<file path="src/rtl/fir_rr_sched_if.sv">
`default_nettype none
// ============================================================================
// Module      : fir_rr_sched_if
// Description : Bundle of the per-channel sample handshake, the flush pulse,
//               the tagged result handshake and the busy flag of the
//               round-robin FIR scheduler.
// Revision    : 1.0 - initial release
// ============================================================================
interface fir_rr_sched_if #(
  parameter int NCH = 4,
  parameter int CW  = 2,
  parameter int DW  = 8,
  parameter int OW  = 10
);
  logic [NCH-1:0]    in_valid;
  logic [NCH*DW-1:0] in_data;
  logic [NCH-1:0]    in_ready;
  logic              flush;
  logic              out_valid;
  logic [OW-1:0]     out_data;
  logic [CW-1:0]     out_ch;
  logic              out_ready;
  logic              busy;

  // Producer/consumer side: drives samples, flush and result acceptance.
  modport master (
    output in_valid, in_data, flush, out_ready,
    input  in_ready, out_valid, out_data, out_ch, busy
  );

  // Scheduler side.
  modport slave (
    input  in_valid, in_data, flush, out_ready,
    output in_ready, out_valid, out_data, out_ch, busy
  );
endinterface
`default_nettype wire

</file>
<file path="src/rtl/fir_rr_sched.sv">
`default_nettype none
// ============================================================================
// Module      : fir_rr_sched
// Description : Shares one 5-tap shift-add FIR datapath among NCH sample
//               streams. Streams are granted round-robin; each keeps its own
//               4-sample history. Results leave tagged with their channel.
//               y = x>>5 + h0>>4 + h1>>3 + h2>>2 + h3>>1   (h0 newest)
// Revision    : 1.0 - initial release
// ============================================================================
module fir_rr_sched #(
  parameter int NCH = 4,
  parameter int CW  = 2,
  parameter int DW  = 8,
  parameter int OW  = 10
) (
  input  logic           clk,
  input  logic           rst,
  fir_rr_sched_if.slave  bus
);

  // --------------------------------------------------------------------------
  // State encoding
  // --------------------------------------------------------------------------
  localparam logic [1:0] IDLE = 2'd0;
  localparam logic [1:0] CALC = 2'd1;
  localparam logic [1:0] OUT  = 2'd2;

  logic [1:0]       state;
  logic [CW-1:0]    rr_ptr;     // channel with highest priority next grant
  logic [DW-1:0]    x_reg;      // sample captured at accept
  logic [CW-1:0]    ch_reg;     // channel captured at accept
  logic [OW-1:0]    res_data;   // registered result
  logic [CW-1:0]    res_ch;     // registered result tag

  // Arbitration
  logic             grant_found;
  logic [CW-1:0]    grant_ch;
  logic [CW-1:0]    cand;
  logic             accept;
  logic [DW-1:0]    sel_data;

  // Datapath
  logic [4*DW-1:0]  hist_of [NCH];  // {h3,h2,h1,h0} per channel
  logic [4*DW-1:0]  cur_hist;
  logic [DW-1:0]    h0, h1, h2, h3;
  logic [OW-1:0]    y;

  // --------------------------------------------------------------------------
  // Round-robin search: scan offsets from the highest down so that the
  // smallest offset from rr_ptr with a valid request is the one left standing.
  // --------------------------------------------------------------------------
  always_comb begin
    grant_found = 1'b0;
    grant_ch    = '0;
    cand        = '0;
    for (int i = NCH - 1; i >= 0; i--) begin
      cand = rr_ptr + CW'(i);
      if (bus.in_valid[cand]) begin
        grant_found = 1'b1;
        grant_ch    = cand;
      end
    end
  end

  // Flush outranks any grant; nothing is accepted outside IDLE or in reset.
  assign accept   = (state == IDLE) && !bus.flush && grant_found && !rst;
  assign sel_data = bus.in_data[grant_ch*DW +: DW];

  // One-hot accept strobe towards the granted channel.
  always_comb begin
    bus.in_ready = '0;
    if (accept) begin
      bus.in_ready = NCH'(1) << grant_ch;
    end
  end

  // --------------------------------------------------------------------------
  // Per-channel delay lines. Only the channel being computed shifts; a flush
  // in IDLE clears every channel at once.
  // --------------------------------------------------------------------------
  generate
    for (genvar k = 0; k < NCH; k++) begin : g_hist
      logic [DW-1:0] t0, t1, t2, t3;
      logic          shift_en;

      assign shift_en = (state == CALC) && (ch_reg == CW'(k));

      // Hold, clear on flush, or shift in the current sample.
      always_ff @(posedge clk or posedge rst) begin
        if (rst) begin
          t0 <= '0;
          t1 <= '0;
          t2 <= '0;
          t3 <= '0;
        end else if ((state == IDLE) && bus.flush) begin
          t0 <= '0;
          t1 <= '0;
          t2 <= '0;
          t3 <= '0;
        end else if (shift_en) begin
          t3 <= t2;
          t2 <= t1;
          t1 <= t0;
          t0 <= x_reg;
        end
      end

      assign hist_of[k] = {t3, t2, t1, t0};
    end
  endgenerate

  // --------------------------------------------------------------------------
  // Shared FIR datapath: each tap is a truncating logical shift of the 8-bit
  // value, zero-extended before the unsigned sum (max 243, fits in OW).
  // --------------------------------------------------------------------------
  assign cur_hist = hist_of[ch_reg];
  assign h0       = cur_hist[0*DW +: DW];
  assign h1       = cur_hist[1*DW +: DW];
  assign h2       = cur_hist[2*DW +: DW];
  assign h3       = cur_hist[3*DW +: DW];

  assign y = OW'(x_reg >> 5) + OW'(h0 >> 4) + OW'(h1 >> 3)
           + OW'(h2 >> 2) + OW'(h3 >> 1);

  // --------------------------------------------------------------------------
  // Control FSM and result registers: IDLE grants, CALC registers the sum,
  // OUT holds the result until the downstream takes it.
  // --------------------------------------------------------------------------
  always_ff @(posedge clk or posedge rst) begin
    if (rst) begin
      state    <= IDLE;
      rr_ptr   <= '0;
      x_reg    <= '0;
      ch_reg   <= '0;
      res_data <= '0;
      res_ch   <= '0;
    end else begin
      case (state)
        IDLE: begin
          if (accept) begin
            x_reg  <= sel_data;
            ch_reg <= grant_ch;
            state  <= CALC;
          end
        end
        CALC: begin
          res_data <= y;
          res_ch   <= ch_reg;
          state    <= OUT;
        end
        OUT: begin
          if (bus.out_ready) begin
            // The channel just served drops to lowest priority.
            rr_ptr <= res_ch + CW'(1);
            state  <= IDLE;
          end
        end
        default: begin
          state <= IDLE;
        end
      endcase
    end
  end

  // Status and result outputs; out_valid follows state so reset kills it
  // immediately.
  assign bus.out_valid = (state == OUT);
  assign bus.out_data  = res_data;
  assign bus.out_ch    = res_ch;
  assign bus.busy      = (state != IDLE);

endmodule
`default_nettype wire
</file>
<file path="src/flat_wrapper.sv">
// flat-port wrapper written by rule: the top's interface ports become plain ports
module fir_rr_sched_flat 
#(
  parameter int NCH = 4,
  parameter int CW  = 2,
  parameter int DW  = 8,
  parameter int OW  = 10
)
  (clk, rst, bus_in_valid, bus_in_data, bus_flush, bus_out_ready, bus_in_ready, bus_out_valid, bus_out_data, bus_out_ch, bus_busy);
  fir_rr_sched_if #(.NCH(NCH), .CW(CW), .DW(DW), .OW(OW)) bus_i ();
  input  logic clk;
  input  logic rst;
  input wire logic [$bits(bus_i.in_valid)-1:0] bus_in_valid;
  input wire logic [$bits(bus_i.in_data)-1:0] bus_in_data;
  input wire logic [$bits(bus_i.flush)-1:0] bus_flush;
  input wire logic [$bits(bus_i.out_ready)-1:0] bus_out_ready;
  output wire logic [$bits(bus_i.in_ready)-1:0] bus_in_ready;
  output wire logic [$bits(bus_i.out_valid)-1:0] bus_out_valid;
  output wire logic [$bits(bus_i.out_data)-1:0] bus_out_data;
  output wire logic [$bits(bus_i.out_ch)-1:0] bus_out_ch;
  output wire logic [$bits(bus_i.busy)-1:0] bus_busy;
  assign bus_i.in_valid = bus_in_valid;
  assign bus_i.in_data = bus_in_data;
  assign bus_i.flush = bus_flush;
  assign bus_i.out_ready = bus_out_ready;
  assign bus_in_ready = bus_i.in_ready;
  assign bus_out_valid = bus_i.out_valid;
  assign bus_out_data = bus_i.out_data;
  assign bus_out_ch = bus_i.out_ch;
  assign bus_busy = bus_i.busy;
  fir_rr_sched #(.NCH(NCH), .CW(CW), .DW(DW), .OW(OW)) u_core (.clk(clk), .rst(rst), .bus(bus_i));
endmodule
</file>
<file path="config.mk">
export PLATFORM = sky130hd
export DESIGN_NAME = fir_rr_sched_flat
export DESIGN_NICKNAME = d
export VERILOG_FILES = /design/src/rtl/fir_rr_sched_if.sv /design/src/rtl/fir_rr_sched.sv /design/src/flat_wrapper.sv
export SDC_FILE = /design/constraint.sdc
export NUM_CORES = 1
export LEC_CHECK = 0
export BUFFER_PORTS_ARGS = -buffer_cell sky130_fd_sc_hd__buf_2
export CORE_UTILIZATION = 55
export DETAILED_ROUTE_END_ITERATION = 7
export PLACE_DENSITY = 0.74
export SLEW_MARGIN = 20
export SYNTH_ARGS = -nofsm -noshare
export SYNTH_HDL_FRONTEND = slang
export SYNTH_SLANG_ARGS = --single-unit
</file>
<file path="constraint.sdc">
create_clock -name clk -period 12.7 [get_ports clk]
set_clock_uncertainty 0.1 [all_clocks]
set_input_delay 1.27 -clock clk [delete_from_list [all_inputs] [get_ports clk]]
set_output_delay 1.27 -clock clk [all_outputs]
set_load 0.05 [all_outputs]
</file>
# Word level (Yosys, flattened, before mapping)
# Index checks and enable logic that the tools add are counted.
[totals]
regBits = 154
inputBits = 40
output_inout_bits = 18
[op_classes]
n_mux = 55
n_eq_ne = 7
n_addsub = 8
magnitude_cmp = 5
bitwise = 1
n_reduce_logical = 20
shifts = 2
[ops]
columns = ["cell", "count"]
rows = [
  ["8-bit two-way mux", 32],
  ["32-bit binary-select mux with 2-bit select", 1],
  ["32-bit two-way mux", 2],
  ["32-bit by 6-bit variable part select with 8-bit output", 1],
  ["2-bit by 3-bit < comparator with 1-bit output (second input constant)", 4],
  ["2-bit two-way mux", 6],
  ["10-bit by 5-bit adder with 10-bit output", 1],
  ["10-bit by 6-bit adder with 10-bit output", 1],
  ["10-bit by 7-bit adder with 10-bit output", 1],
  ["2-bit nonzero test", 5],
  ["1-bit binary-select mux with 2-bit select", 4],
  ["1-bit logical AND", 8],
  ["1-bit two-way mux", 8],
  ["2-bit == test (second input constant)", 3],
  ["2-bit one-hot mux with 3 select lines", 1],
  ["2-bit AND reduction", 3],
  ["3-bit by 4-bit adder with 5-bit output", 1],
  ["2-bit by 1-bit adder with 2-bit output (second input constant)", 2],
  ["2-bit adder (second input constant)", 2],
  ["2-bit by 1-bit == test with 1-bit output (second input constant)", 2],
  ["2-bit zero test", 2],
  ["4-bit two-way mux", 1],
  ["1-bit by 2-bit << shifter with 4-bit output (first input constant)", 1],
  ["3-bit greater-or-equal comparator (second input constant)", 1],
  ["4 further kinds", 5],
]

# Depth between registers and ports, before layout
# Gate-level depths: netlist of the first run.
[depth]
ltp_word = 11
mapped_depth = 20
mapped_depth_nobuf = 17

# Least setup slack after synthesis of the first run
# Ideal clock, no wire load.
[synth_timing]
kind = "input-to-output"
from = "input port bus_flush"
to = "output port bus_in_ready[0]"
stages = 4
setup_slack_ns = 8.139
path_buffers = 2
t_arrival_ns = 3.191
cell_sequence = "or4_4 > buf_6 > buf_2 > nor3_1"
[synth_between]
elab_chain_cells = 5
[synth_lines]
columns = ["item", "line_no", "rtl"]
rows = [
  ["from (decl)", "flat_wrapper.sv:15", "input wire logic [$bits(bus_i.flush)-1:0] bus_flush;"],
  ["1-bit zero test", "fir_rr_sched.sv:66", "assign accept = (state == IDLE) && !bus.flush && grant_found && !rst;"],
  ["1-bit logical AND (3 in a row)", "fir_rr_sched.sv:66", ""],
  ["4-bit two-way mux", "fir_rr_sched.sv:72", "if (accept) begin"],
  ["to (decl)", "flat_wrapper.sv:17", "output wire logic [$bits(bus_i.in_ready)-1:0] bus_in_ready;"],
]
# No other way between the ends.

# Final worst setup path of the first run
[layout_timing]
from = "register u_core.ch_reg[0]"
to = "register u_core.res_data[7], in the netlist u_core.bus.out_data[7]"
[layout_between]
elab_chain_cells = 8
[layout_lines]
columns = ["item", "line_no", "rtl"]
rows = [
  ["from (decl)", "fir_rr_sched.sv:31", "logic [CW-1:0] ch_reg;"],
  ["from (signal assigned)", "fir_rr_sched.sv:142", "ch_reg <= grant_ch;"],
  ["2-bit NOT with 3-bit output (implied by the code) (*)", "fir_rr_sched.sv:116", "assign cur_hist = hist_of[ch_reg];"],
  ["32-bit binary-select mux with 2-bit select (*)", "fir_rr_sched.sv:116", ""],
  ["32-bit two-way mux (implied by the code) (*) (2 in a row)", "fir_rr_sched.sv:116", ""],
  ["3-bit by 4-bit adder with 5-bit output", "fir_rr_sched.sv:122", "assign y = OW'(x_reg >> 5) + OW'(h0 >> 4) + OW'(h1 >> 3)"],
  ["10-bit by 5-bit adder with 10-bit output", "fir_rr_sched.sv:122", ""],
  ["10-bit by 6-bit adder with 10-bit output", "fir_rr_sched.sv:123", "+ OW'(h2 >> 2) + OW'(h3 >> 1);"],
  ["10-bit by 7-bit adder with 10-bit output (*)", "fir_rr_sched.sv:123", ""],
  ["to (signal assigned)", "fir_rr_sched.sv:147", "res_data <= y;"],
  ["to (decl)", "fir_rr_sched.sv:32", "logic [OW-1:0] res_data;"],
]
# Mark *: on every way between the ends. The rest lies on a longest branch, timed or not. The select of a mux whose other input is x is not followed.
# A chain may end at the register's enable or synchronous reset.

==> flow_summary.toml, run 1 <==
[synth]
synth_area_sq_mm = 0.00693
yosys.cell_types.count = 50
synth_edf_count = 0
syn_area_per_cell_sq_um = 9.39
async_flop_share_pct = 100
yosys_warnings = 0
ys_seq_elements = 136
synth_nets = 802
syn_inst = 738
yosysSeqAreaShare_pct = 49.1
synth_ff_type = "dfrtp_1"

[floorplan]
die_h_um = 114
coreArea_sq_mm = 0.0122
fp.dieW_um = 114
ioPinCount = 58
rows = 40
die_area_sq_mm = 0.0131
initial_core_util_pct = 57.0

[sta]
maxSlewHeadroom_pct = 28.1
post-route-period-util_pct = 40.7
slew_violations = 0
setup_tns_ps = 0
hold_violations = 0
fmax_mhz = 193
rsz0062_at_grt = "no"
setup_violations = 0
worst-slew-pin-transition_ps = 1080
timing.final.crit_period_ps = 5170

[run_status]
run_status = "finished, final reports clean"

[hold_path]
min_path_cells = 2
worstHoldStart = "u_core.bus.out_data[5]"
min_path_type = "reg -> reg"
whs_endpoint = "u_core.bus.out_data[5]"

[clock_tree]
path_clk_slew_ps = 60
cts_tree = "built"
clock_tree.buffer_depth = 2
htreeDepth = 4
cts_inserted_buffers = 17
numClockSinks = 136
post_cts_resized = 0
post_cts_buffers = 0
postCtsHoldBufs = 0
root_buffer = "clkbuf_16"
clkLatencyLatePin_ps = 420

[worst_setup_path]
slowest_stage = "dfrtp_1"
r2r_start = "u_core.ch_reg[0]"
worst_path_largest_cell_delay_ps = 610
path_class = "reg -> reg"
path_delay_family = "adder cells"
r2r-end = "u_core.bus.out_data[7]"
critPathMaxFanout = 24
required_ps = 12960
start_kind = "register"
reg2reg_slack_ps = 7530
r2r_cells = 16
critPathBufInv = 3
cp_data_arrival_time_ps = 5420
worstPathCellList = "buf_4 -> mux4_2 -> ha_1 -> a21o_1 -> a21oi_1 -> xnor2_1 -> fa_1 -> inv_1 -> fa_1 -> inv_1 -> ha_1 -> nor2b_1 -> o21ai_0 -> a21oi_1 -> or3_1 -> nand3_1"
endpoint_kind = "register"

[global_routing]
grt.overflow.total = 0
antenna_found_initial = 0
grt_pass1_wl_um = 27000
track_usage_pct = 27.1
grt_pass1_vias = 5412
grt_max_degree = 108

[drt]
drt-total-wl_um = 16200
vias_per_cell = 5.77
vias = 5520
detail-route-antenna-nets = 0
remaining_drc_errors = 0
drt_pass1_iterations = 5
drtIter0Drc = 463
routedWlPerCell_um = 17.0

[placed_design]
dp_hpwl_um = 9900
io_buffers = 52
gp_congestion = 0.848

[final_layout]
syn_to_final_growth_pct = 14.0
diodes = 0
drive_above_1_share_pct = 17.8
nets = 839
nFillCells = 960

[power]
p_per_area_mw_per_mm2 = 169
vdd_drop_max_mv = 0.0886
clock_power_share_pct = 37.8
power_leakage_uw = 0.00356
seqPwrFrac_pct = 39.3
fin_total_pwr_uw = 1340
p_sw_uw = 439
swShare_pct = 32.9
pwr-share-comb_pct = 22.9
internal_power_uw = 896

[run]
max_cap_viol_count = 0
power groups by stage:
stage / Sequential, uW / Combinational, uW / Clock, uW
5_1_grt: 529 / 334 / 527
6_report: 524 / 306 / 504
2_1_floorplan: 534 / 215 / 0
4_1_cts: 523 / 307 / 509
3_3_place_gp: 527 / 298 / 0
3_5_place_dp: 530 / 304 / 0
area by class of cell:
cell class                      count  area, sq um  area share (%)
Inverter                           38          145            1.84
Multi-Input combinational cell    519         3190            40.4
Clock buffer                       22          464            5.88
Sequential cell                   136         3400            43.1
Timing Repair Buffer               63          343            4.34
Clock inverter                     10          143            1.81
Tap cell                          168          210            2.66
worst max path at each step:
stage | start | to | slack, ps | cells after the start
2_1_floorplan | rst | u_core.bus.out_ch[0] | 7690 | 1
3_3_place_gp | u_core.ch_reg[1] | u_core.bus.out_data[8] | 7730 | 16
3_5_place_dp | u_core.ch_reg[0] | u_core.bus.out_data[7] | 7600 | 16
4_1_cts | u_core.ch_reg[0] | u_core.bus.out_data[7] | 7570 | 16
5_1_grt | u_core.ch_reg[1] | u_core.bus.out_data[7] | 7220 | 18
6_report | u_core.ch_reg[0] | u_core.bus.out_data[7] | 7530 | 16
synth_stat cells, drive strengths merged, types with 2 or more instances:
cell type	instances	area share, %
a211oi	3	0.51
a21boi	6	0.98
a21o	4	0.43
a21oi	112	8.1
a221o	7	1.0
and2	2	0.18
and3	2	0.18
buf	21	1.6
clkbuf	24	1.3
dfrtp	136	49
fa	11	3.2
ha	13	2.3
inv	38	2.1
mux2	8	1.3
mux4	22	7.2
nand2	251	14
nand2b	3	0.27
nand3	13	0.94
nor2	8	0.58
nor2b	4	0.36
nor3	5	0.43
nor3b	2	0.22
nor4	2	0.18
o21ai	19	1.4
o31ai	2	0.22
or3	2	0.18
or4	2	0.27
xnor2	4	0.51
kinds of logic after synthesis:
kind of cell | Yosys count | synth area share (%)
AOI/OAI and AO/OA | 157 | 13.1
DFF | 136 | 49.1
other | 1 | 0.0541
xor gates and xnor gates | 4 | 0.506
adders and majority gates | 24 | 5.53
buffers and inverters | 83 | 4.91
muxes | 30 | 8.45
and+or+nand+nor | 303 | 18.3
worst min-delay path, cell delays in order, from the launching register on:
cell,delay [ps]
dfrtp_1,340
nand2_1,50
o31ai_1,50
metrics by stage:
step | utilization [%] | std cells | setup slack [ps] | hold slack, ps | instance area [sq um]
final | 64.9 | 956 | 7530 | 371 | 7900
after global routing | 64.9 | 956 | 7220 | 397 | 7900
after CTS | 64.9 | 956 | 7570 | 379 | 7900
after detailed placement | 59.9 | 924 | 7600 | 356 | 7290
after global placement | 59.9 | 924 | 7730 | 349 | 7290
after floorplan | - | 738 | 7690 | 339 | 6930
cells in the final DEF, fill, tap and decap left out, types with 2 or more instances in the layout:
| cell type | instances |
|---|---|
| nand2b_1 | 3 |
| o31ai_1 | 2 |
| a21oi_1 | 112 |
| nor2b_1 | 4 |
| clkbuf_1 | 3 |
| inv_1 | 36 |
| clkbuf_16 | 17 |
| xnor2_1 | 4 |
| clkbuf_8 | 2 |
| o21ai_0 | 19 |
| a211oi_1 | 2 |
| nand2_1 | 249 |
| nor3b_1 | 2 |
| nor2_1 | 6 |
| buf_2 | 52 |
| buf_4 | 11 |
| ha_1 | 13 |
| and3_1 | 2 |
| a221o_1 | 7 |
| or3_1 | 2 |
| a21boi_2 | 6 |
| fa_1 | 11 |
| mux2_2 | 8 |
| nor3_1 | 4 |
| dfrtp_1 | 136 |
| nor4_1 | 2 |
| mux4_2 | 22 |
| nand3_1 | 13 |
| clkinvlp_4 | 4 |
| bufinv_16 | 3 |
| a21o_1 | 4 |
routing by layer:
layer / vias up / track usage [%] / wire (um)
met5: - / 0 / 0
met4: 0 / 8.83 / 307
met3: 27 / 6.62 / 1210
met2: 242 / 44.1 / 7990
met1: 2708 / 36.1 / 6740
li1: 2543 / - / -
No activity file was read; power rests on OpenSTA's default activity.
==> run 2: changes to the inputs <==
==> constraint.sdc (replaced) <==
create_clock -name clk -period 5 [get_ports clk]
set_clock_uncertainty 0.1 [all_clocks]
set_input_delay 0.5 -clock clk [delete_from_list [all_inputs] [get_ports clk]]
set_output_delay 0.5 -clock clk [all_outputs]
set_load 0.05 [all_outputs]
==> run 2 against run 1 <==
Net effect:
- combinational power grew to 2.6 times the previous value
- flip-flop and latch count unchanged
- utilization down 0.11 points
- global-route usage is 0.33 points higher
- sequential share of layout area up 0.075 points
- critical path depth shrank 1
==> flow_summary.toml, run 2 (same netlist as run 1, synthesis figures left out) <==
[floorplan]
initial_core_util_pct = 57.0
die_area_sq_mm = 0.0131
coreArea_sq_mm = 0.0122
ioPinCount = 58
die_h_um = 114
rows = 40
fp.dieW_um = 114

[worst_setup_path]
r2r_cells = 15
required_ps = 5260
critPathMaxFanout = 9
r2r-end = "u_core.bus.out_data[7]"
r2r_start = "u_core.ch_reg[0]"
crit_path_start = "u_core.ch_reg[0]"
cp-endpoint = "u_core.bus.out_data[7]"
reg2reg_slack_ps = 420
cp_data_arrival_time_ps = 4840
start_kind = "register"
path_class = "reg -> reg"
endpoint_kind = "register"

[drt]
vias_per_cell = 5.67
routedWlPerCell_um = 16.8
drt-total-wl_um = 16000
drtIter0Drc = 492
detail-route-antenna-nets = 0
vias = 5427
remaining_drc_errors = 0
drt_pass1_iterations = 5

[sta]
maxSlewHeadroom_pct = 41.2
timing.final.crit_period_ps = 4580
setup_tns_ps = 0
hold_violations = 0
setup_violations = 0
rsz0062_at_grt = "no"
worst-slew-pin-transition_ps = 874
post-route-period-util_pct = 91.7
fmax_mhz = 218
whs_ps = 190
slew_violations = 0

[final_layout]
syn_to_final_growth_pct = 13.8
final_common_cell = "nand2_1"
drive_above_1_share_pct = 18.3
mostFrequentLayoutCells = "nand2_1, dfrtp_1, a21oi_1"
nets = 840
stdcell_area_sq_mm = 0.00788
diodes = 0

[clock_tree]
path_clk_slew_ps = 60
clkLatencyLatePin_ps = 420
cts_tree = "built"
htreeDepth = 4
cts_inserted_buffers = 17
post_cts_buffers = 0
numClockSinks = 136
clock_tree.buffer_depth = 2
root_buffer = "clkbuf_16"

[placed_design]
io_buffers = 52
placed_area_sq_mm = 0.00729
gp_congestion = 0.859
dp_hpwl_um = 9960

[power]
vdd_drop_max_mv = 0.275
p_per_area_mw_per_mm2 = 422
power_leakage_uw = 0.00355
fin_total_pwr_uw = 3330

[global_routing]
track_usage_pct = 27.5
grt_max_degree = 78
grt_pass1_wl_um = 27100
grt.overflow.total = 0
grt_pass1_vias = 5293
antenna_found_initial = 0

[run]
max_cap_viol_count = 0

[hold_path]
min_path_type = "in -> reg"

[run_status]
run_status = "finished, final reports clean"
## run 2: layer usage
metal | GRT usage (%) | wire length, um | vias up
li1 | - | - | 2550
met1 | 37.8 | 6870 | 2635
met2 | 43.8 | 7860 | 215
met3 | 5.88 | 1080 | 27
met4 | 9.26 | 231 | 0
met5 | 0 | 0 | -
## run 2: worst min path at each step
| stage | depth (start not counted) | endpoint | from | slack [ps] |
|---|---|---|---|---|
| detailed placement | 2 | u_core.bus.out_data[0] | u_core.bus.out_data[0] | 360 |
| finish | 2 | u_core.state[1] | bus_out_ready | 190 |
| global route | 2 | u_core.state[1] | bus_out_ready | 200 |
| floorplan | 2 | u_core.g_hist[1].t3[1] | u_core.g_hist[1].t2[1] | 340 |
| CTS | 2 | u_core.state[1] | bus_out_ready | 180 |
| global placement | 2 | u_core.bus.out_data[1] | u_core.bus.out_data[1] | 350 |
## run 2: cell type report
class / instances / area (sq um)
clock buffer: 18 / 429
clock inverter: 14 / 151
fill: 964 / 4280
inverter: 38 / 145
multi-input combinational: 519 / 3190
sequential: 136 / 3400
tap: 168 / 210
timing repair buffer: 64 / 353
## run 2: critical path, stage by stage (launching register included)
cell and delay, ps:
dfrtp_1 580, mux4_2 590, ha_1 300, a21o_1 180
a21oi_1 170, xnor2_1 110, fa_1 550, inv_1 60
fa_1 530, inv_1 40, ha_1 300, nor2b_1 140
o21ai_0 270, a21oi_1 160, or3_1 360, nand3_1 80
## run 2: power by group
| group | switching [uW] | leakage [uW] | internal [uW] |
|---|---|---|---|
| sequential | 122 | 0.00188 | 1190 |
| combinational | 516 | 0.00141 | 280 |
| clock | 484 | 0.000269 | 735 |
| total | 1120 | 0.00355 | 2200 |
## run 2: timing repair
action	in CTS	in global routing
resized for setup	0	0
hold buffers	1	0
endpoints found under the hold margin	28	0
## run 2: stage by stage
| stage | cells | util [%] | setup WS [ps] |
|---|---|---|---|
| 2_1_floorplan | 738 | - | 486 |
| 3_3_place_gp | 924 | 59.9 | 535 |
| 4_1_cts | 957 | 64.8 | 413 |
| 6_report | 957 | 64.8 | 416 |
| 5_1_grt | 957 | 64.8 | 139 |
| 3_5_place_dp | 924 | 60.0 | 478 |
